**src/rtl/bit_pattern_gen.sv**
```systemverilog
`default_nettype none
// ============================================================================
//  Module      : bit_pattern_gen
//  Description : Generates a word containing N contiguous low-order one bits,
//                where N = min(count_in, WIDTH). The ones are shifted in one
//                per clock. Start (s) is a level handshake: it is held high
//                until done is observed. It must then drop for at least one
//                idle cycle before another fill can begin.
//
//  Ports       : clk       - rising-edge clock
//                reset     - synchronous, active-high reset
//                s         - start request (level, held until done)
//                count_in  - number of one bits requested (saturates at WIDTH)
//                result    - generated word (registered)
//                busy      - high while the fill is in progress
//                done      - high while result is final
//
//  Revision    : 1.0 - initial release
// ============================================================================
module bit_pattern_gen #(
  parameter int WIDTH = 8,
  parameter int CW    = $clog2(WIDTH + 1)
) (
  input  logic             clk,
  input  logic             reset,
  input  logic             s,
  input  logic [CW-1:0]    count_in,
  output logic [WIDTH-1:0] result,
  output logic             busy,
  output logic             done
);

  typedef enum logic [1:0] {
    S_idle = 2'd0,
    S_fill = 2'd1,
    S_done = 2'd2
  } state_t;

  localparam logic [CW-1:0] c_width = CW'(WIDTH);

  state_t           r_state;
  state_t           w_state_nxt;
  logic [CW-1:0]    r_cnt;
  logic [CW-1:0]    w_cnt_nxt;
  logic [WIDTH-1:0] r_result;
  logic [WIDTH-1:0] w_result_nxt;
  logic [CW-1:0]    w_cnt_sat;

  // Requests above WIDTH clamp to WIDTH so the count can never wrap.
  always_comb begin
    w_cnt_sat = (count_in > c_width) ? c_width : count_in;
  end

  always_ff @(posedge clk) begin
    if (reset) begin
      r_state  <= S_idle;
      r_cnt    <= '0;
      r_result <= '0;
    end else begin
      r_state  <= w_state_nxt;
      r_cnt    <= w_cnt_nxt;
      r_result <= w_result_nxt;
    end
  end

  always_comb begin
    w_state_nxt  = r_state;
    w_cnt_nxt    = r_cnt;
    w_result_nxt = r_result;
    case (r_state)
      // Count is captured every cycle that s is low. The value seen on the
      // final low cycle is the one that gets used.
      S_idle: begin
        if (!s) begin
          w_cnt_nxt    = w_cnt_sat;
          w_result_nxt = '0;
        end else begin
          w_state_nxt  = S_fill;
        end
      end
      // One extra cycle is spent here with cnt == 0 before moving to done.
      // As a result, a zero-length request still shows busy for one cycle.
      S_fill: begin
        if (r_cnt != '0) begin
          w_result_nxt = {r_result[WIDTH-2:0], 1'b1};
          w_cnt_nxt    = r_cnt - CW'(1);
        end else begin
          w_state_nxt  = S_done;
        end
      end
      S_done: begin
        if (!s) begin
          w_state_nxt = S_idle;
        end
      end
      default: begin
        w_state_nxt = S_idle;
      end
    endcase
  end

  assign result = r_result;
  assign busy   = (r_state == S_fill);
  assign done   = (r_state == S_done);

endmodule
`default_nettype wire

```
**config.mk**
```make
export PLATFORM = sky130hd
export DESIGN_NAME = bit_pattern_gen
export DESIGN_NICKNAME = d
export VERILOG_FILES = /design/src/rtl/bit_pattern_gen.sv
export SDC_FILE = /design/constraint.sdc
export NUM_CORES = 1
export LEC_CHECK = 0
export ABC_CLOCK_PERIOD_IN_PS = 5500
export CORE_AREA = 3 3 40 42
export DETAILED_ROUTE_END_ITERATION = 16
export DIE_AREA = 0 0 43 45
export GPL_TIMING_DRIVEN = 0
export MAX_ROUTING_LAYER = met4
export PLACE_DENSITY = 0.79
export SLEW_MARGIN = 20
export SYNTH_ARGS = -nofsm -noshare
export SYNTH_HDL_FRONTEND = slang
export SYNTH_SLANG_ARGS = --single-unit
```
**constraint.sdc**
```tcl
create_clock -name clk -period 5.5 [get_ports clk]
set_clock_uncertainty 0.1 [all_clocks]
set_input_delay 0.55 -clock clk [delete_from_list [all_inputs] [get_ports clk]]
set_output_delay 0.55 -clock clk [all_outputs]
set_load 0.005 [all_outputs]
```
==> results of run 1 <==
## sequential cells by signal (all words and copies together) (netlist names)
| signal | flops |
|---|---|
| r_cnt | 4 |
| result | 8 |
| r_state | 2 |
## critical path, cell delays in order (launching register included)
cell and delay, ns:
sky130_fd_sc_hd__dfxtp_1 0.33, sky130_fd_sc_hd__nand2b_1 0.22, sky130_fd_sc_hd__inv_1 0.23, sky130_fd_sc_hd__clkdlybuf4s50_1 0.56
## kinds of logic (layout without fill, tap and decap cells)
logic type	after synthesis	after routing
compound gates	18	18
flops	14	14
buf+inv	6	26
mux	1	1
fa+ha+maj	1	1
simple gates	29	29
## synth_stat cells
library cell and instances:
sky130_fd_sc_hd__a211o_1 1, sky130_fd_sc_hd__a21oi_1 4, sky130_fd_sc_hd__a22oi_1 8, sky130_fd_sc_hd__a31oi_1 1
sky130_fd_sc_hd__a32oi_1 1, sky130_fd_sc_hd__buf_2 1, sky130_fd_sc_hd__clkbuf_1 1, sky130_fd_sc_hd__dfxtp_1 14
sky130_fd_sc_hd__ha_1 1, sky130_fd_sc_hd__inv_1 4, sky130_fd_sc_hd__mux2i_1 1, sky130_fd_sc_hd__nand2_1 1
sky130_fd_sc_hd__nand2b_1 1, sky130_fd_sc_hd__nand3_1 1, sky130_fd_sc_hd__nor2_1 17, sky130_fd_sc_hd__nor2b_1 2
sky130_fd_sc_hd__nor3_1 2, sky130_fd_sc_hd__nor3b_1 1, sky130_fd_sc_hd__nor3b_4 1, sky130_fd_sc_hd__o211a_1 1
sky130_fd_sc_hd__o21ai_0 1, sky130_fd_sc_hd__o31ai_1 1, sky130_fd_sc_hd__or3_1 2, sky130_fd_sc_hd__or4b_1 1
## metal layers
| layer | up-vias | track usage |
|---|---|---|
| met5 | - | - |
| met4 | 0 | 0.0181 |
| met3 | 0 | 0.0359 |
| met2 | 11 | 0.278 |
| met1 | 269 | 0.193 |
| li1 | 285 | - |
## cell type report
cell class / count / area share
timing repair buffer: 16 / 0.196
clock buffer: 4 / 0.0443
multi-input combinational: 49 / 0.365
sequential: 14 / 0.343
tap: 15 / 0.0229
buffer: 2 / 0.0107
inverter: 4 / 0.0183
## path summary, 6_finish.rpt
kind / endpoint / slack [ns] / cells after the start / from
worst min register to register: r_cnt[0] / 0.40 / 2 / r_cnt[0]
worst min-delay path: r_cnt[0] / 0.40 / 2 / r_cnt[0]
worst max-delay path: busy / 3.24 / 3 / r_state[1]
worst max register to register: r_cnt[0] / 3.44 / 6 / r_cnt[0]
## through the flow
| stage | setup slack, ns | cells | utilization |
|---|---|---|---|
| after floorplan | 3.62 | 69 | - |
| after global placement | 3.17 | 100 | 0.609 |
| after detailed placement | 3.14 | 100 | 0.609 |
| after CTS | 3.24 | 104 | 0.637 |
| after global routing | 3.15 | 104 | 0.637 |
| final | 3.24 | 104 | 0.637 |
## power breakdown
part / total, W / switching, W / leakage [nW] / internal (W)
clock: 0.0000725 / 0.0000323 / 0.0210 / 0.0000402
combinational: 0.0000603 / 0.0000324 / 0.175 / 0.0000279
sequential: 0.000115 / 0.00000675 / 0.114 / 0.000108
total: 0.000248 / 0.0000715 / 0.309 / 0.000176
==> reports/qor.tcl, run 1 <==
set qor(layout.area.seq_sq_um) 280
set qor(post_drt_wl_per_cell_microns) 12.8
set qor(vias) 565
set qor(synth_top_area_frac) 0.465
set qor(syn_inst) 69
set qor(worst-endpoint-required_ns) 4.85
set qor(worst_pin_slew_ns) 0.566
set qor(postSynthRegisterBits) 14
set qor(layout-drive-gt1-share) 0.0674
set qor(antenna_violations_before_repair) 0
set qor(ctsResizeCount) 0
set qor(synthesis.nets) 77
set qor(post_synth_mux_area_share) 0.0166
set qor(clock_sinks) 14
set qor(routabilityCongestion) 0.820
set qor(fmax_ghz) 0.443
set qor(main_combinational_cell_family_by_area_after_synthesis) {simple AND/OR/NAND/NOR gates}
set qor(grt_setup_unrepaired) {false}
set qor(vias_per_cell) 5.43
set qor(synth-compound-area-share) 0.210
set qor(synth.largest_area_cell) {sky130_fd_sc_hd__dfxtp_1}
set qor(timing.critical_path.from_type) {register}
set qor(drv_cap) 0
set qor(final_antenna_net_count) 0
set qor(finalMaxSlewViolations) 0
set qor(timing.final.crit_share) 0.411
set qor(yosys.area_share.xor_xnor) 0
set qor(met2WireLength_microns) 656
set qor(hold_path.class) {reg -> reg}
set qor(dr.pass1.iters) 4
set qor(cp-end-kind) {output port}
set qor(dieHeight_microns) 45
set qor(cts_hold_buffers) 0
set qor(run_status) {finished clean}
set qor(hold_viol) 0
set qor(finalWirelength_mm) 1.33
set qor(ir_drop_uv) 174
set qor(track_usage) 0.159
set qor(syn-cell-area_sq_um) 603
set qor(htree_num_levels) 1
set qor(antenna_cells) 0
set qor(initial_core_util) 0.469
set qor(biggest_fanout_along_the_worst_timing_path) 7
set qor(power_density_mw_per_mm2) 303
set qor(synthToLayoutAreaGrowth_pct) 35.7
set qor(number_of_clock_buffers_inserted_by_tritoncts) 3
set qor(layout_commonest_cell) {sky130_fd_sc_hd__nor2_1}
set qor(yosysWarnings) 0
set qor(post_cts_setup_buffer_count) 0
set qor(synthesis.area_per_instance_sq_um) 8.74
set qor(wire_length_of_the_first_global_routing_pass_mm) 2.30
set qor(routed.top_layer) {met3}
set qor(layout_common_cells) {sky130_fd_sc_hd__nor2_1 (17), sky130_fd_sc_hd__clkdlybuf4s50_1 (16), sky130_fd_sc_hd__dfxtp_1 (14), sky130_fd_sc_hd__a22oi_1 (8)}
set qor(timing.setup.tns_ns) 0
set qor(finalHoldWorstSlack_ns) 0.404
set qor(placeable_area_sq_mm) 0.00128
set qor(critPathArrivalTime_ns) 1.61
set qor(ios) 17
set qor(timing.slew.headroom) 0.621
set qor(multi_input_area_sq_um) 299
set qor(drc) 0
set qor(synth.area.top_cells) {sky130_fd_sc_hd__dfxtp_1 (46%), sky130_fd_sc_hd__nor2_1 (11%), sky130_fd_sc_hd__a22oi_1 (10%)}
set qor(p_leak_nw) 0.309
set qor(crit_type) {reg -> out}
set qor(number_of_standard_cell_rows_in_the_floorplan) 13
set qor(grt_max_degree) 11
set qor(fillers) 119
set qor(clockBufferDepth) 2
set qor(chipWidth_microns) 43
set qor(report.power.total_w) 0.000248
set qor(synth_cell_type_count) 24
set qor(first_global_vias) 559
set qor(dr_wl_met3_microns) 44
set qor(dp_hpwl_microns) 994
set qor(met1_length_microns) 628
set qor(clock_latency_ns) 0.27
set qor(post-route-cell-area_sq_um) 818
set qor(io_buffer_count) 16
set qor(number_of_failing_setup_endpoints_in_the_final_timing_report) 0
set qor(post-route-min-period_ns) 2.26
set qor(post_synth_fa_ha_maj_area_fraction) 0.0207
set qor(clk_transition_reported_paths_ns) 0.09
set qor(total_overflow_reported_by_the_global_router) 0
set qor(cts_root_buf) {sky130_fd_sc_hd__clkbuf_4}
set qor(design.die.area_sq_mm) 0.00194
set qor(finalNetCount) 98
set qor(ys_seq_area_frac) 0.465
set qor(placed_cell_area_sq_um) 782
set qor(cts_tree) {built}
set qor(synth_simple_gate_area_frac) 0.249
set qor(dr.first_iter.drc_count) 11
No activity file was read; power rests on OpenSTA's default activity.
==> run 2: changes to the inputs <==
==> config.mk (replaced) <==
export PLATFORM = sky130hd
export DESIGN_NAME = bit_pattern_gen
export DESIGN_NICKNAME = d
export VERILOG_FILES = /design/src/rtl/bit_pattern_gen.sv
export SDC_FILE = /design/constraint.sdc
export NUM_CORES = 1
export LEC_CHECK = 0
export ABC_CLOCK_PERIOD_IN_PS = 2150
export CORE_MARGIN = 3
export CORE_UTILIZATION = 44
export DETAILED_ROUTE_END_ITERATION = 16
export GPL_TIMING_DRIVEN = 0
export MAX_ROUTING_LAYER = met4
export PLACE_DENSITY = 0.78
export SLEW_MARGIN = 20
export SYNTH_ARGS = -nofsm -noshare
export SYNTH_HDL_FRONTEND = slang
export SYNTH_SLANG_ARGS = --single-unit
==> constraint.sdc (replaced) <==
create_clock -name clk -period 2.15 [get_ports clk]
set_clock_uncertainty 0.1 [all_clocks]
set_input_delay 0.215 -clock clk [delete_from_list [all_inputs] [get_ports clk]]
set_output_delay 0.215 -clock clk [all_outputs]
set_load 0.005 [all_outputs]
==> run 2 against run 1 <==
Net effect: worst hold slack gained 0.0063 ns; critical path depth is 3 higher; total power rose to 2.6 times the previous value; sequential power rose to 2.6 times the previous value; clock power increased to 2.6 times the previous value; non-clock buffer count unchanged.
==> reports/qor.tcl, run 2 (same netlist as run 1, synthesis figures left out) <==
set qor(hold_path.class) {reg -> reg}
set qor(worst_pin_slew_ns) 0.578
set qor(clockBufferDepth) 2
set qor(dr.pass1.iters) 4
set qor(cp_num_cells) 6
set qor(placeable_area_sq_mm) 0.00120
set qor(timing.final.crit_share) 0.939
set qor(crit_type) {reg -> reg}
set qor(timing.setup.tns_ns) 0
set qor(routabilityCongestion) 0.791
set qor(ir_drop_uv) 547
set qor(first_global_vias) 523
set qor(dr.first_iter.drc_count) 9
set qor(cts_root_buf) {sky130_fd_sc_hd__clkbuf_4}
set qor(chipWidth_microns) 43.0
set qor(power_density_mw_per_mm2) 785
set qor(biggest_fanout_along_the_worst_timing_path) 6
set qor(antenna_violations_before_repair) 0
set qor(timing.critical_path.from_type) {register}
set qor(grt_setup_unrepaired) {false}
set qor(antenna_cells) 0
set qor(vias) 553
set qor(run_status) {finished clean}
set qor(number_of_failing_setup_endpoints_in_the_final_timing_report) 0
set qor(number_of_standard_cell_rows_in_the_floorplan) 12
set qor(final_cell_count_no_fill) 103
set qor(htree_num_levels) 1
set qor(grt_met2_use) 0.246
set qor(io_buffer_count) 16
set qor(critPathArrivalTime_ns) 2.13
set qor(worst_path_max_delay_cell) {sky130_fd_sc_hd__or4b_1}
set qor(track_usage) 0.167
set qor(grt_max_degree) 11
set qor(worst-endpoint-required_ns) 2.26
set qor(clk_transition_reported_paths_ns) 0.09
set qor(layout_common_cells) {sky130_fd_sc_hd__nor2_1 (17), sky130_fd_sc_hd__clkdlybuf4s50_1 (16), sky130_fd_sc_hd__dfxtp_1 (14), sky130_fd_sc_hd__a22oi_1 (8)}
set qor(largest_register_ff_count) 8
set qor(numPlacedInstances) 99
set qor(clock_sinks) 14
set qor(timing.critical_path.buf_inv) 1
set qor(hold-path-cell-count) 2
set qor(r2r_end) {r_cnt[0]}
set qor(cts_hold_buffers) 0
set qor(max_stage_delay_ns) 0.49
set qor(globalRouteMet3Util) 0.0254
set qor(drc) 0
set qor(worst_path_cell_trace) {inv_1 -> ha_1 -> nor3b_4 -> a211o_1 -> or4b_1 -> a31oi_1}
set qor(layout-drive-gt1-share) 0.0674
set qor(worst_r2r_startpoint) {r_cnt[0]}
set qor(number_of_clock_buffers_inserted_by_tritoncts) 3
set qor(clock_latency_ns) 0.28
set qor(fmax_ghz) 0.495
set qor(layout_commonest_cell) {sky130_fd_sc_hd__nor2_1}
set qor(dieHeight_microns) 43.0
set qor(finalWirelength_mm) 1.40
set qor(cp-endpoint) {r_cnt[0]}
set qor(synthToLayoutAreaGrowth_pct) 35.5
set qor(timing.slew.headroom) 0.614
set qor(timing.critical_path.max_delay_family) {simple AND/OR/NAND/NOR gates}
set qor(post-route-min-period_ns) 2.02
set qor(cp-end-kind) {register}
set qor(dp_hpwl_microns) 988
set qor(finalMaxSlewViolations) 0
set qor(hold_viol) 0
set qor(drv_cap) 0
set qor(finalNetCount) 98
set qor(design.die.area_sq_mm) 0.00185
set qor(worst_r2r_path_depth) 6
set qor(vias_per_cell) 5.37
set qor(report.power.total_w) 0.000641
set qor(globalRoute.busiestLayer) {met2}
set qor(initial_core_util) 0.502
set qor(p_leak_nw) 0.309
set qor(rrSetupSlack_ns) 0.13
set qor(post_drt_wl_per_cell_microns) 13.6
set qor(total_overflow_reported_by_the_global_router) 0
set qor(final_antenna_net_count) 0
set qor(ios) 17
set qor(worst_setup_path_startpoint) {r_cnt[0]}
set qor(gr-usage-met1) 0.217
set qor(cts_tree) {built}
set qor(wire_length_of_the_first_global_routing_pass_mm) 2.26
[run 2: cell counts in the layout (fill, tap and decap cells not counted)]
No cell type changed its count.
[run 2: how the worst min path moves through the flow]
| stage | startpoint | endpoint | slack, ns |
|---|---|---|---|
| after floorplan | reset | r_cnt[1] | 0.18 |
| after global placement | r_cnt[0] | r_cnt[0] | 0.39 |
| after detailed placement | r_cnt[0] | r_cnt[0] | 0.40 |
| after CTS | r_cnt[0] | r_cnt[0] | 0.41 |
| after global routing | r_cnt[0] | r_cnt[0] | 0.46 |
| final | r_cnt[0] | r_cnt[0] | 0.41 |
[run 2: per-layer routing]
metal / up-vias / routed length [microns]
li1: 285 / -
met1: 252 / 684
met2: 14 / 648
met3: 2 / 54
met4: 0 / 9
met5: - / 0
[run 2: through the flow]
step	cell area, sq um	hold slack, ns	setup slack [ns]	util
finish	817	0.411	0.131	0.680
global route	817	0.461	0.0287	0.680
CTS	817	0.409	0.112	0.680
detailed placement	781	0.398	0.116	0.650
global placement	781	0.386	0.157	0.650
floorplan	603	0.184	0.271	-
[run 2: where the power goes]
part           total [W]  internal (W)  switching [W]
Sequential      0.000296      0.000277      0.0000186
Clock           0.000191      0.000103      0.0000880
Combinational   0.000154     0.0000713      0.0000831
Total           0.000641      0.000452       0.000190
[run 2: worst reg2reg max path, stage by stage (launching register included)]
cell                      delay (ns)
sky130_fd_sc_hd__dfxtp_1        0.38
sky130_fd_sc_hd__inv_1          0.06
sky130_fd_sc_hd__ha_1           0.23
sky130_fd_sc_hd__nor3b_4        0.18
sky130_fd_sc_hd__a211o_1        0.36
sky130_fd_sc_hd__or4b_1         0.49
sky130_fd_sc_hd__a31oi_1        0.16
[run 2: repair_timing]
item,CTS,global route
buffers inserted,0,0
gates resized for setup,0,0
setup endpoints to repair,0,1
[run 2: final cells by class]
class	instances	area, sq um
Fill cell	121	384
Buffer	2	8.76
Tap cell	14	17.5
Clock buffer	4	36.3
Sequential cell	14	280
Multi-Input combinational cell	49	299
Inverter	4	15.0
Timing Repair Buffer	16	160
==> run 3: changes to the inputs <==
--- a/config.mk
+++ b/config.mk
@@ -10,6 +10,7 @@
 export CORE_UTILIZATION = 44
 export DETAILED_ROUTE_END_ITERATION = 16
 export GPL_TIMING_DRIVEN = 0
+export HOLD_SLACK_MARGIN = 0.15
 export MAX_ROUTING_LAYER = met4
 export PLACE_DENSITY = 0.78
 export SLEW_MARGIN = 20
==> results of run 3 <==
Same layout as run 2: the final DEF is identical, and so are final timing and power.
